$ cat config.mk
export PLATFORM = sky130hd
export DESIGN_NAME = counter_seq_ctrl
export DESIGN_NICKNAME = d
export VERILOG_FILES = /design/src/rtl/counter_seq_pkg.sv /design/src/rtl/tff_chain_counter.sv /design/src/rtl/counter_seq_ctrl.sv
export SDC_FILE = /design/constraint.sdc
export NUM_CORES = 1
export LEC_CHECK = 0
export ABC_CLOCK_PERIOD_IN_PS = 2800
export CORE_ASPECT_RATIO = 0.75
export CORE_MARGIN = 10
export CORE_UTILIZATION = 24
export CTS_CLUSTER_DIAMETER = 150
export DETAILED_ROUTE_END_ITERATION = 10
export PLACE_DENSITY_LB_ADDON = 0.05
export SKIP_CTS_REPAIR_TIMING = 1
export SKIP_LAST_GASP = 1
export SYNTH_ARGS = -nofsm -noshare
export SYNTH_HDL_FRONTEND = slang
export SYNTH_HIERARCHICAL = 1
export SYNTH_SLANG_ARGS = --single-unit
$ cat constraint.sdc
create_clock -name clk -period 2.8 [get_ports clk]
set_clock_uncertainty 0.2 [all_clocks]
set_input_delay 0.56 -clock clk [delete_from_list [all_inputs] [get_ports clk]]
set_output_delay 0.56 -clock clk [all_outputs]
set_load 0.01 [all_outputs]
$ cat src/rtl/counter_seq_pkg.sv
// counter_seq_pkg: shared types and constants for the counter sequencing controller.
// The optional prescaler is enabled by the COUNTER_SEQ_PRESCALE_EN macro.
package counter_seq_pkg;

  // Controller states
  typedef enum logic [1:0] {
    ST_IDLE  = 2'd0,
    ST_RUN   = 2'd1,
    ST_PAUSE = 2'd2
  } state_e;

  // Default counter width
  localparam int CNT_W_DEF = 8;

  // Width of the optional prescale field and its divider
  localparam int PRESC_W = 4;

endpackage : counter_seq_pkg

$ cat src/rtl/tff_chain_counter.sv
// tff_chain_counter: CNT_W toggle flip-flops whose enables are AND-chained,
// so bit i toggles only when T is high and all lower bits are 1.
// clr is synchronous, active-high, and overrides T.
module tff_chain_counter #(
  parameter int CNT_W = 8
) (
  input  logic             clk,
  input  logic             clr,
  input  logic             T,
  output logic [CNT_W-1:0] Q
);

  for (genvar i = 0; i < CNT_W; i++) begin : g_stage
    logic en_s;

    if (i == 0) begin : g_first
      assign en_s = T;
    end else begin : g_rest
      assign en_s = g_stage[i-1].en_s & Q[i-1];
    end

    // Toggle flip-flop for bit i
    always_ff @(posedge clk) begin
      if (clr) begin
        Q[i] <= 1'b0;
      end else if (en_s) begin
        Q[i] <= ~Q[i];
      end else begin
        Q[i] <= Q[i];
      end
    end
  end

endmodule : tff_chain_counter

$ cat src/rtl/counter_seq_ctrl.sv
// counter_seq_ctrl: start/stop sequencing controller for the TFF chain counter.
// Drives the counter's toggle enable and clear, tracks completed periods and
// pulses done on the cycle after each terminal wrap.
// Optional feature: COUNTER_SEQ_PRESCALE_EN adds a 4-bit tick prescaler.
module counter_seq_ctrl
  import counter_seq_pkg::*;
#(
  parameter int CNT_W = CNT_W_DEF
) (
  input  logic               clk,
  input  logic               clr,
  input  logic               start,
  input  logic               stop,
  input  logic               periodic,
  input  logic [CNT_W-1:0]   limit,
`ifdef COUNTER_SEQ_PRESCALE_EN
  input  logic [PRESC_W-1:0] prescale,
`endif
  output logic [CNT_W-1:0]   count,
  output logic               busy,
  output logic               done,
  output logic [CNT_W-1:0]   periods
);

  localparam logic [CNT_W-1:0] CNT_ONE = CNT_W'(1);

  // Saturating increment for the period counter
  function automatic logic [CNT_W-1:0] sat_inc(input logic [CNT_W-1:0] v);
    if (v == {CNT_W{1'b1}}) begin
      return v;
    end else begin
      return v + CNT_ONE;
    end
  endfunction

  state_e           state_q, state_d;
  logic [CNT_W-1:0] limit_q, limit_d;
  logic             periodic_q, periodic_d;
  logic [CNT_W-1:0] periods_q, periods_d;
  logic             done_q, done_d;

  logic [CNT_W-1:0] cnt_s;
  logic             tick_s;
  logic             term_s;
  logic             cnt_clr_s;
  logic             presc_hit_s;

`ifdef COUNTER_SEQ_PRESCALE_EN
  logic [PRESC_W-1:0] presc_q, presc_d;
  logic [PRESC_W-1:0] div_q, div_d;

  assign presc_hit_s = (div_q == presc_q);
`else
  assign presc_hit_s = 1'b1;
`endif

  // Next-state, command decode, and counter control
  always_comb begin
    state_d    = state_q;
    limit_d    = limit_q;
    periodic_d = periodic_q;
    periods_d  = periods_q;
    done_d     = 1'b0;
    tick_s     = 1'b0;
    term_s     = 1'b0;
    cnt_clr_s  = clr;
`ifdef COUNTER_SEQ_PRESCALE_EN
    presc_d    = presc_q;
    div_d      = div_q;
`endif

    case (state_q)
      ST_IDLE: begin
        // stop alone, or stop together with start, leaves us idle
        if (start && !stop) begin
          state_d    = ST_RUN;
          limit_d    = limit;
          periodic_d = periodic;
          periods_d  = '0;
          cnt_clr_s  = 1'b1;
`ifdef COUNTER_SEQ_PRESCALE_EN
          presc_d    = prescale;
          div_d      = '0;
`endif
        end else begin
          state_d = ST_IDLE;
        end
      end

      ST_RUN: begin
        // stop pauses without an increment; a repeated start is ignored
        if (stop) begin
          state_d = ST_PAUSE;
        end else if (presc_hit_s) begin
          tick_s = 1'b1;
`ifdef COUNTER_SEQ_PRESCALE_EN
          div_d  = '0;
`endif
          // limit 0 wraps to all-ones here, giving a 2^CNT_W period
          if (cnt_s == (limit_q - CNT_ONE)) begin
            term_s    = 1'b1;
            cnt_clr_s = 1'b1;
            done_d    = 1'b1;
            periods_d = sat_inc(periods_q);
            state_d   = periodic_q ? ST_RUN : ST_IDLE;
          end else begin
            term_s = 1'b0;
          end
        end else begin
`ifdef COUNTER_SEQ_PRESCALE_EN
          div_d = div_q + PRESC_W'(1);
`endif
          tick_s = 1'b0;
        end
      end

      ST_PAUSE: begin
        // stop wins over start: abort clears the count, periods are kept
        if (stop) begin
          state_d   = ST_IDLE;
          cnt_clr_s = 1'b1;
        end else if (start) begin
          state_d = ST_RUN;
        end else begin
          state_d = ST_PAUSE;
        end
      end

      default: begin
        state_d   = ST_IDLE;
        cnt_clr_s = 1'b1;
      end
    endcase
  end

  // Controller state registers; clr overrides every command and terminal tick
  always_ff @(posedge clk) begin
    if (clr) begin
      state_q    <= ST_IDLE;
      limit_q    <= '0;
      periodic_q <= 1'b0;
      periods_q  <= '0;
      done_q     <= 1'b0;
`ifdef COUNTER_SEQ_PRESCALE_EN
      presc_q    <= '0;
      div_q      <= '0;
`endif
    end else begin
      state_q    <= state_d;
      limit_q    <= limit_d;
      periodic_q <= periodic_d;
      periods_q  <= periods_d;
      done_q     <= done_d;
`ifdef COUNTER_SEQ_PRESCALE_EN
      presc_q    <= presc_d;
      div_q      <= div_d;
`endif
    end
  end

  tff_chain_counter #(
    .CNT_W (CNT_W)
  ) u_cnt (
    .clk (clk),
    .clr (cnt_clr_s),
    .T   (tick_s),
    .Q   (cnt_s)
  );

  assign count   = cnt_s;
  assign busy    = (state_q != ST_IDLE);
  assign done    = done_q;
  assign periods = periods_q;

endmodule : counter_seq_ctrl
* Word-level counts from Yosys, hierarchy flattened
Index checks and enable logic that the tools add are counted.
** Operators by class
- Mux-type cells :: 20
- Eq/ne operators :: 9
- Bitwise logic cells :: 16
- $add $sub $neg :: 2
- Reduce and logical (&&, ||, !) cells :: 8
** Operator list (count)
- $mux W8 :: 4
- $pmux W8 S2 :: 1
- $mux W1 :: 9
- $not A1 Y1 :: 9
- $add A8 B1 Y8 const B :: 1
- $eq A8 B8 Y1 :: 1
- $eq A8 B8 Y1 const B :: 1
- $mux W2 :: 4
- $ne A2 B2 Y1 const B :: 4
- $sub A8 B1 Y8 const B :: 1
- $and A1 B1 Y1 :: 7
- $pmux W2 S3 :: 1
- $reduce_and A5 Y1 :: 1
- $reduce_bool A2 Y1 :: 2
- $ne A3 B3 Y1 const B :: 1
- $pmux W1 S3 :: 1
- $reduce_or A3 Y1 :: 1
- $eq A2 B1 Y1 const B :: 1
- $eq A2 B2 Y1 const B :: 1
- $logic_not A2 Y1 :: 1
- $reduce_and A2 Y1 :: 1
- $logic_and A1 B1 Y1 :: 1
- $logic_not A1 Y1 :: 1
** Storage, ports and cells
- Input port bits :: 13
- Bits in registers :: 28
- Word-level logic and storage cells :: 68

* Longest topological paths before layout
Gate-level depths: netlist (run 1).
- Depth after elaboration :: 9
- Depth in mapped cells :: 13
- Gate-level depth less buffers :: 10

* Hierarchy
Netlist (run 1), hierarchy kept.
** By module, submodules not included
- counter_seq_ctrl :: times used 1, cells each 150, sequential area each 400.4 um^2, area each 1178.6 um^2
- tff_chain_counter :: times used 1, cells each 36, sequential area each 160.2 um^2, area each 327.8 um^2

* Worst setup path before layout (run 1)
No wires, ideal clock.
- Kind :: reg2reg
- From :: reg limit_q[0]
- To :: reg periods_q[7] (netlist: periods[7])
- Setup slack :: 0.084 ns
- Stages on the path, launching flop included :: 12
- Buffers on the path :: 2
- Period minus slack after synthesis :: 2.716 ns
- Data required time :: 2.530 ns
- Arrival :: 2.447 ns
- Path through :: dfxtp_1 > buf_6 > inv_1 > ha_1 > buf_2 > o21ba_1 > a221oi_1 > a41oi_1 > nor4_4 > nand2_4 > or4_1 > a21oi_1
** On the way
- Word-level cells in the longest chain between the ends :: 4
** Ends and longest elaborated chain
- from (decl) :: line counter_seq_ctrl.sv:37 : logic [CNT_W-1:0] limit_q, limit_d;
- from (signal assigned) :: line counter_seq_ctrl.sv:150 : limit_q <= limit_d;
- $sub A8 B1 Y8 :: line counter_seq_ctrl.sv:100 : if (cnt_s == (limit_q - CNT_ONE)) begin
- $eq A8 B8 Y1 :: line counter_seq_ctrl.sv:100
- $ne A2 B2 Y1 (no source line)
- $reduce_and A5 Y1 (no source line)
- to (signal assigned) :: line counter_seq_ctrl.sv:152 : periods_q <= periods_d;
- to (decl) :: line counter_seq_ctrl.sv:39 : logic [CNT_W-1:0] periods_q, periods_d;
Every way passes these cells.
A chain may end at the register's enable or synchronous reset.

* Final worst setup path (run 1)
- From :: reg limit_q[1]
- To :: reg periods_q[7] (netlist: periods[7])
Same word-level chain as after synthesis.

==> flow_summary.json, run 1 <==
{
  "min_period_ns": 2.59,
  "synth-seq-cells": 28,
  "layout.nets": 243,
  "port_buffers": 30,
  "status": "completed",
  "grt_overflow_total": 0,
  "crit_chain": "inv_1, ha_1, buf_4, o21bai_1, a211oi_2, o21bai_1, nand2_1, buf_4, nand2_4, or4_1, a21oi_1",
  "grt_antenna_before_repair": 0,
  "yosysWarningCount": 6,
  "synthMuxAreaShare_pct": 0,
  "first_iter_violations": 93,
  "max_freq_ghz": 0.387,
  "synth_xor_area_share_pct": 9.30,
  "critPathLaunch": "limit_q[1]$_SDFFE_PP0P_",
  "design.die.area_mm2": 0.00988,
  "hp-start": "periodic_q$_SDFFE_PP0P_",
  "synthAdderAreaFrac_pct": 1.66,
  "yosysMostFrequentCell": "nand2_1",
  "rsz0062_at_grt": "false",
  "power_density_mw_per_mm2": 383,
  "grt_busiest_layer": "met2",
  "setup_tns_ns": 0,
  "numCtsBuffers": 3,
  "fin_util_pct": 34.3,
  "hold_viol": 0,
  "synthFlopType": "dfxtp_1",
  "yosys.area_share.simple_pct": 30.6,
  "rrSetupSlack_ns": 0.21,
  "post-route-drc-count": 0,
  "post-route-period-util_pct": 92.4,
  "max_cap_viol_count": 0,
  "fin_area_mm2": 0.00204,
  "synth-edff-count": 0,
  "cts_tree": "built",
  "crit_path_start_kind": "register",
  "synthToLayoutAreaGrowth_pct": 35.5,
  "hpwl_um": 3430,
  "antenna_left": 0,
  "yosysUniqueCellTypes": 38,
  "clockBufferDepth": 2,
  "place_ws_ns": 0.0847,
  "tightest_slew_ns": 0.466,
  "setup_viol": 0,
  "boundaryPins": 31,
  "rows": 24,
  "synth_seq_area_share_pct": 37.2,
  "worstHoldPathType": "register to register",
  "first_pass_iters": 4,
  "multiInputGateArea_um2": 901,
  "layout.cells.non_filler": 304,
  "die_x_um": 111,
  "synth-compound-area-share_pct": 17.4,
  "critPathSlowestCell": "or4_1",
  "grt_pass1_wl_um": 7450,
  "cp.required_ns": 2.82,
  "regToRegStartpoint": "limit_q[1]$_SDFFE_PP0P_",
  "timing.final.ws_setup_ns": 0.213,
  "synth_nets": 201,
  "power_mw": 0.783,
  "grt_start_max_net_pins": 16,
  "regArea_um2": 562,
  "numClockSinks": 28,
  "critPathKind": "register to register",
  "gp_congestion": 0.833,
  "nFillCells": 653,
  "vias_per_cell": 4.75,
  "setup.worst_path.end_class": "register",
  "synth.top_cells.by_count": "nand2_1, dfxtp_1, a21oi_1",
  "met3_usage_pct": 2.91,
  "cp_data_arrival_time_ns": 2.60,
  "vdd_drop_max_mv": 0.174,
  "synthTopCellsByArea": "dfxtp_1, nand2_1, a21oi_1, xor2_1, xnor2_1",
  "wl_um": 4410,
  "placed_cell_area_mm2": 0.00199,
  "die_h_um": 88.6,
  "path_delay_family": "simple AND/OR/NAND/NOR gates",
  "grt_usage_pct": 9.13,
  "netlist.area_leader.share_pct": 37.2,
  "routedWlPerCell_um": 14.5,
  "power.leakage_nw": 0.739,
  "syn_inst": 186,
  "slowest_delay_ns": 0.52,
  "path_clk_slew_ns": 0.10,
  "insertion_delay_ns": 0.27,
  "syn_area_mm2": 0.00151,
  "vias": 1443,
  "htree_levels": 1,
  "drive_gt1_share_pct": 11.9,
  "cp_max_fo": 10,
  "synth_top_area_cell": "dfxtp_1",
  "use_met1_pct": 11.9,
  "grt_pass1_vias": 1491,
  "path_buf_inv": 3,
  "avgSynthCellArea_um2": 8.10,
  "async_flop_share_pct": 0,
  "root_buffer": "clkbuf_8",
  "post-place-cells": 301,
  "maxSlewHeadroom_pct": 68.7,
  "whs_ns": 0.277,
  "core_area_mm2": 0.00595,
  "diodes": 0,
  "drv_slew": 0,
  "initial_core_util_pct": 25.3,
  "synth_top_family_by_area": "simple AND/OR/NAND/NOR gates",
  "use_met2_pct": 14.6
}
final timing paths:
| path | endpoint | cells after the start |
|---|---|---|
| hold / removal | periodic_q$_SDFFE_PP0P_ | 2 |
| setup / recovery | periods[7]$_SDFFE_PP0P_ | 11 |
| hold reg to reg | periodic_q$_SDFFE_PP0P_ | 2 |
| setup reg to reg | periods[7]$_SDFFE_PP0P_ | 11 |
layout by cell type, fill, tap and decap left out, types with 3 or more instances in the layout:
cell type and n:
o21ai_0 5, or3_1 6, xnor2_1 7, nor2_1 15, nand2_1 30, nand3_1 11
a21oi_1 20, nor2b_1 3, clkbuf_8 3, buf_4 13, clkdlybuf4s50_1 30, nor3_1 4
nand4_1 3, xor2_1 9, o21bai_1 3, dfxtp_1 27, inv_1 6
area by class of cell:
| class | instances | area share [%] |
|---|---|---|
| tap | 78 | 4.78 |
| sequential | 28 | 27.5 |
| inverter | 6 | 1.10 |
| timing repair buffer | 44 | 20.5 |
| multi-input combinational | 145 | 44.1 |
| clock buffer | 3 | 2.02 |
where the power goes:
part / leakage [nW] / switching, mW / internal, mW / total, mW
Clock: 0.0216 / 0.132 / 0.0969 / 0.228
Sequential: 0.227 / 0.0102 / 0.406 / 0.416
Combinational: 0.490 / 0.0694 / 0.0692 / 0.139
Total: 0.739 / 0.211 / 0.572 / 0.783
flip-flops by register name, indices dropped and copies added (netlist names):
signal / count
done: 1
limit_q: 8
periodic_q: 1
periods: 8
state_q: 2
u_cnt/Q: 8
tightest hold or removal path, cell delays in order (launching register included):
cell and delay [ns]:
dfxtp_1 0.33, nand2_1 0.05, a21oi_1 0.05
metal layers:
layer	wire, um	share of wire [%]	up-vias
li1	-	-	739
met1	2320	53	673
met2	1850	42	29
met3	220	5.0	2
met4	19	0.43	0
met5	0	0	-
cells by family (layout without fill, tap and decap cells):
| family | after synthesis | after routing |
|---|---|---|
| compound gates | 42 | 42 |
| fa+ha+maj | 2 | 2 |
| simple gates | 85 | 85 |
| xor+xnor | 16 | 16 |
| flops | 28 | 28 |
| buf+inv | 13 | 53 |
(Power assumes the default switching activity.)
==> run 2, diff against run 1 <==
--- a/config.mk
+++ b/config.mk
@@ -7,13 +7,13 @@
 export LEC_CHECK = 0
 export ABC_CLOCK_PERIOD_IN_PS = 2800
 export CORE_ASPECT_RATIO = 0.75
-export CORE_MARGIN = 10
 export CORE_UTILIZATION = 24
 export CTS_CLUSTER_DIAMETER = 150
 export DETAILED_ROUTE_END_ITERATION = 10
 export PLACE_DENSITY_LB_ADDON = 0.05
 export SKIP_CTS_REPAIR_TIMING = 1
 export SKIP_LAST_GASP = 1
+export SLEW_MARGIN = 20
 export SYNTH_ARGS = -nofsm -noshare
 export SYNTH_HDL_FRONTEND = slang
 export SYNTH_HIERARCHICAL = 1
==> flow_summary.json, run 2 (same netlist as run 1, synthesis figures left out) <==
{
  "status": "completed",
  "first_pass_iters": 4,
  "setup.worst_path.end_class": "register",
  "crit_chain": "nor4_2, nand2_1, o31a_1, nand2_1, buf_4, nand2_4, or4_1, a21oi_1",
  "die_x_um": 93.5,
  "vias_per_cell": 4.73,
  "synthToLayoutAreaGrowth_pct": 35.6,
  "regToRegStartpoint": "limit_q[2]$_SDFFE_PP0P_",
  "critPathSlowestCell": "or4_1",
  "critPathKind": "register to register",
  "critPathLaunch": "limit_q[2]$_SDFFE_PP0P_",
  "cts_tree": "built",
  "diodes": 0,
  "fin_util_pct": 34.4,
  "die_h_um": 70.6,
  "worstHoldPathType": "register to register",
  "tightest_slew_ns": 0.439,
  "path_common_cell": "nand2_1",
  "drive_gt1_share_pct": 11.5,
  "vias": 1439,
  "clockBufferDepth": 2,
  "power_density_mw_per_mm2": 428,
  "setup_viol": 0,
  "setup_tns_ns": 0,
  "grt_start_max_net_pins": 17,
  "slowest_delay_ns": 0.52,
  "max_freq_ghz": 0.386,
  "regArea_um2": 561,
  "grt_usage_pct": 12.9,
  "drv_slew": 0,
  "numClockSinks": 28,
  "grt_pass1_wl_um": 6640,
  "grt_overflow_total": 0,
  "layout.cells.non_filler": 304,
  "port_buffers": 30,
  "hpwl_um": 3180,
  "max_cap_viol_count": 0,
  "insertion_delay_ns": 0.28,
  "hold_viol": 0,
  "vdd_drop_max_mv": 0.214,
  "path_clk_slew_ns": 0.10,
  "timing.final.ws_setup_ns": 0.207,
  "crit_path_start_kind": "register",
  "crit_cells": 8,
  "rr_endpoint": "periods[7]$_SDFFE_PP0P_",
  "rrSetupSlack_ns": 0.21,
  "r2r_cells": 8,
  "place_ws_ns": 0.0619,
  "numCtsBuffers": 3,
  "initial_core_util_pct": 25.3,
  "design.die.area_mm2": 0.00660,
  "cp_data_arrival_time_ns": 2.61,
  "layout.cells.most_common_list": "nand2_1, clkdlybuf4s50_1, dfxtp_1",
  "htree_levels": 1,
  "layout.nets": 242,
  "grt_pass1_vias": 1361,
  "multiInputGateArea_um2": 893,
  "path_buf_inv": 1,
  "nFillCells": 647,
  "core_area_mm2": 0.00595,
  "cp.required_ns": 2.82,
  "cp_max_fo": 10,
  "power.leakage_nw": 0.740,
  "path_delay_family": "simple AND/OR/NAND/NOR gates",
  "antenna_left": 0,
  "first_iter_violations": 36,
  "rows": 24,
  "min_period_ns": 2.59,
  "rsz0062_at_grt": "false",
  "boundaryPins": 31,
  "post-place-cells": 300,
  "wl_um": 4100,
  "routedWlPerCell_um": 13.5,
  "post-route-drc-count": 0,
  "grt_antenna_before_repair": 0,
  "root_buffer": "clkbuf_8",
  "post-route-period-util_pct": 92.6,
  "maxSlewHeadroom_pct": 70.5,
  "crit_path_end": "periods[7]$_SDFFE_PP0P_",
  "gp_congestion": 0.835
}
## run 2: per-stage QoR
step / instance area [um2] / total power [mW] / hold slack (ns)
detailed placement: 1970 / 0.557 / 0.254
global placement: 1970 / 0.555 / 0.255
CTS: 2040 / 0.889 / 0.270
floorplan: 1510 / 0.501 / 0.236
finish: 2040 / 0.874 / 0.262
global route: 2040 / 0.922 / 0.298
## run 2: worst min-delay path, cell delays in order (launching register included)
cell and delay (ns):
dfxtp_1 0.32, nand2_1 0.05, a21oi_1 0.05
## run 2: where the power goes
group / total [mW] / leakage (nW) / switching [mW] / internal, mW
Sequential: 0.416 / 0.227 / 0.0108 / 0.406
Combinational: 0.132 / 0.478 / 0.0673 / 0.0652
Clock: 0.325 / 0.0357 / 0.134 / 0.192
Total: 0.874 / 0.740 / 0.212 / 0.662
## run 2: routing by layer
metal	part of all wire, %	up-vias	global-route usage (%)
li1	-	738	-
met1	54	677	18.7
met2	42	22	19.6
met3	3.4	2	3.23
met4	0.41	0	2.05
met5	0	-	0
## run 2: worst min path at each step
| stage | start | to | slack (ns) | cells past startpoint |
|---|---|---|---|---|
| 6_report | periodic_q$_SDFFE_PP0P_ | periodic_q$_SDFFE_PP0P_ | 0.26 | 2 |
| 5_1_grt | limit_q[7]$_SDFFE_PP0P_ | limit_q[7]$_SDFFE_PP0P_ | 0.30 | 2 |
| 4_1_cts | periodic_q$_SDFFE_PP0P_ | periodic_q$_SDFFE_PP0P_ | 0.27 | 2 |
| 3_5_place_dp | periodic_q$_SDFFE_PP0P_ | periodic_q$_SDFFE_PP0P_ | 0.25 | 2 |
| 3_3_place_gp | periodic_q$_SDFFE_PP0P_ | periodic_q$_SDFFE_PP0P_ | 0.25 | 2 |
| 2_1_floorplan | periodic_q$_SDFFE_PP0P_ | periodic_q$_SDFFE_PP0P_ | 0.24 | 2 |
## run 2: final cells by class
class                      count  area share (%)
timing repair buffer          43            19.5
inverter                       6            1.10
multi-input combinational    145            43.7
sequential                    28            27.4
clock buffer                   3            2.02
clock inverter                 1            1.47
tap                           78            4.78
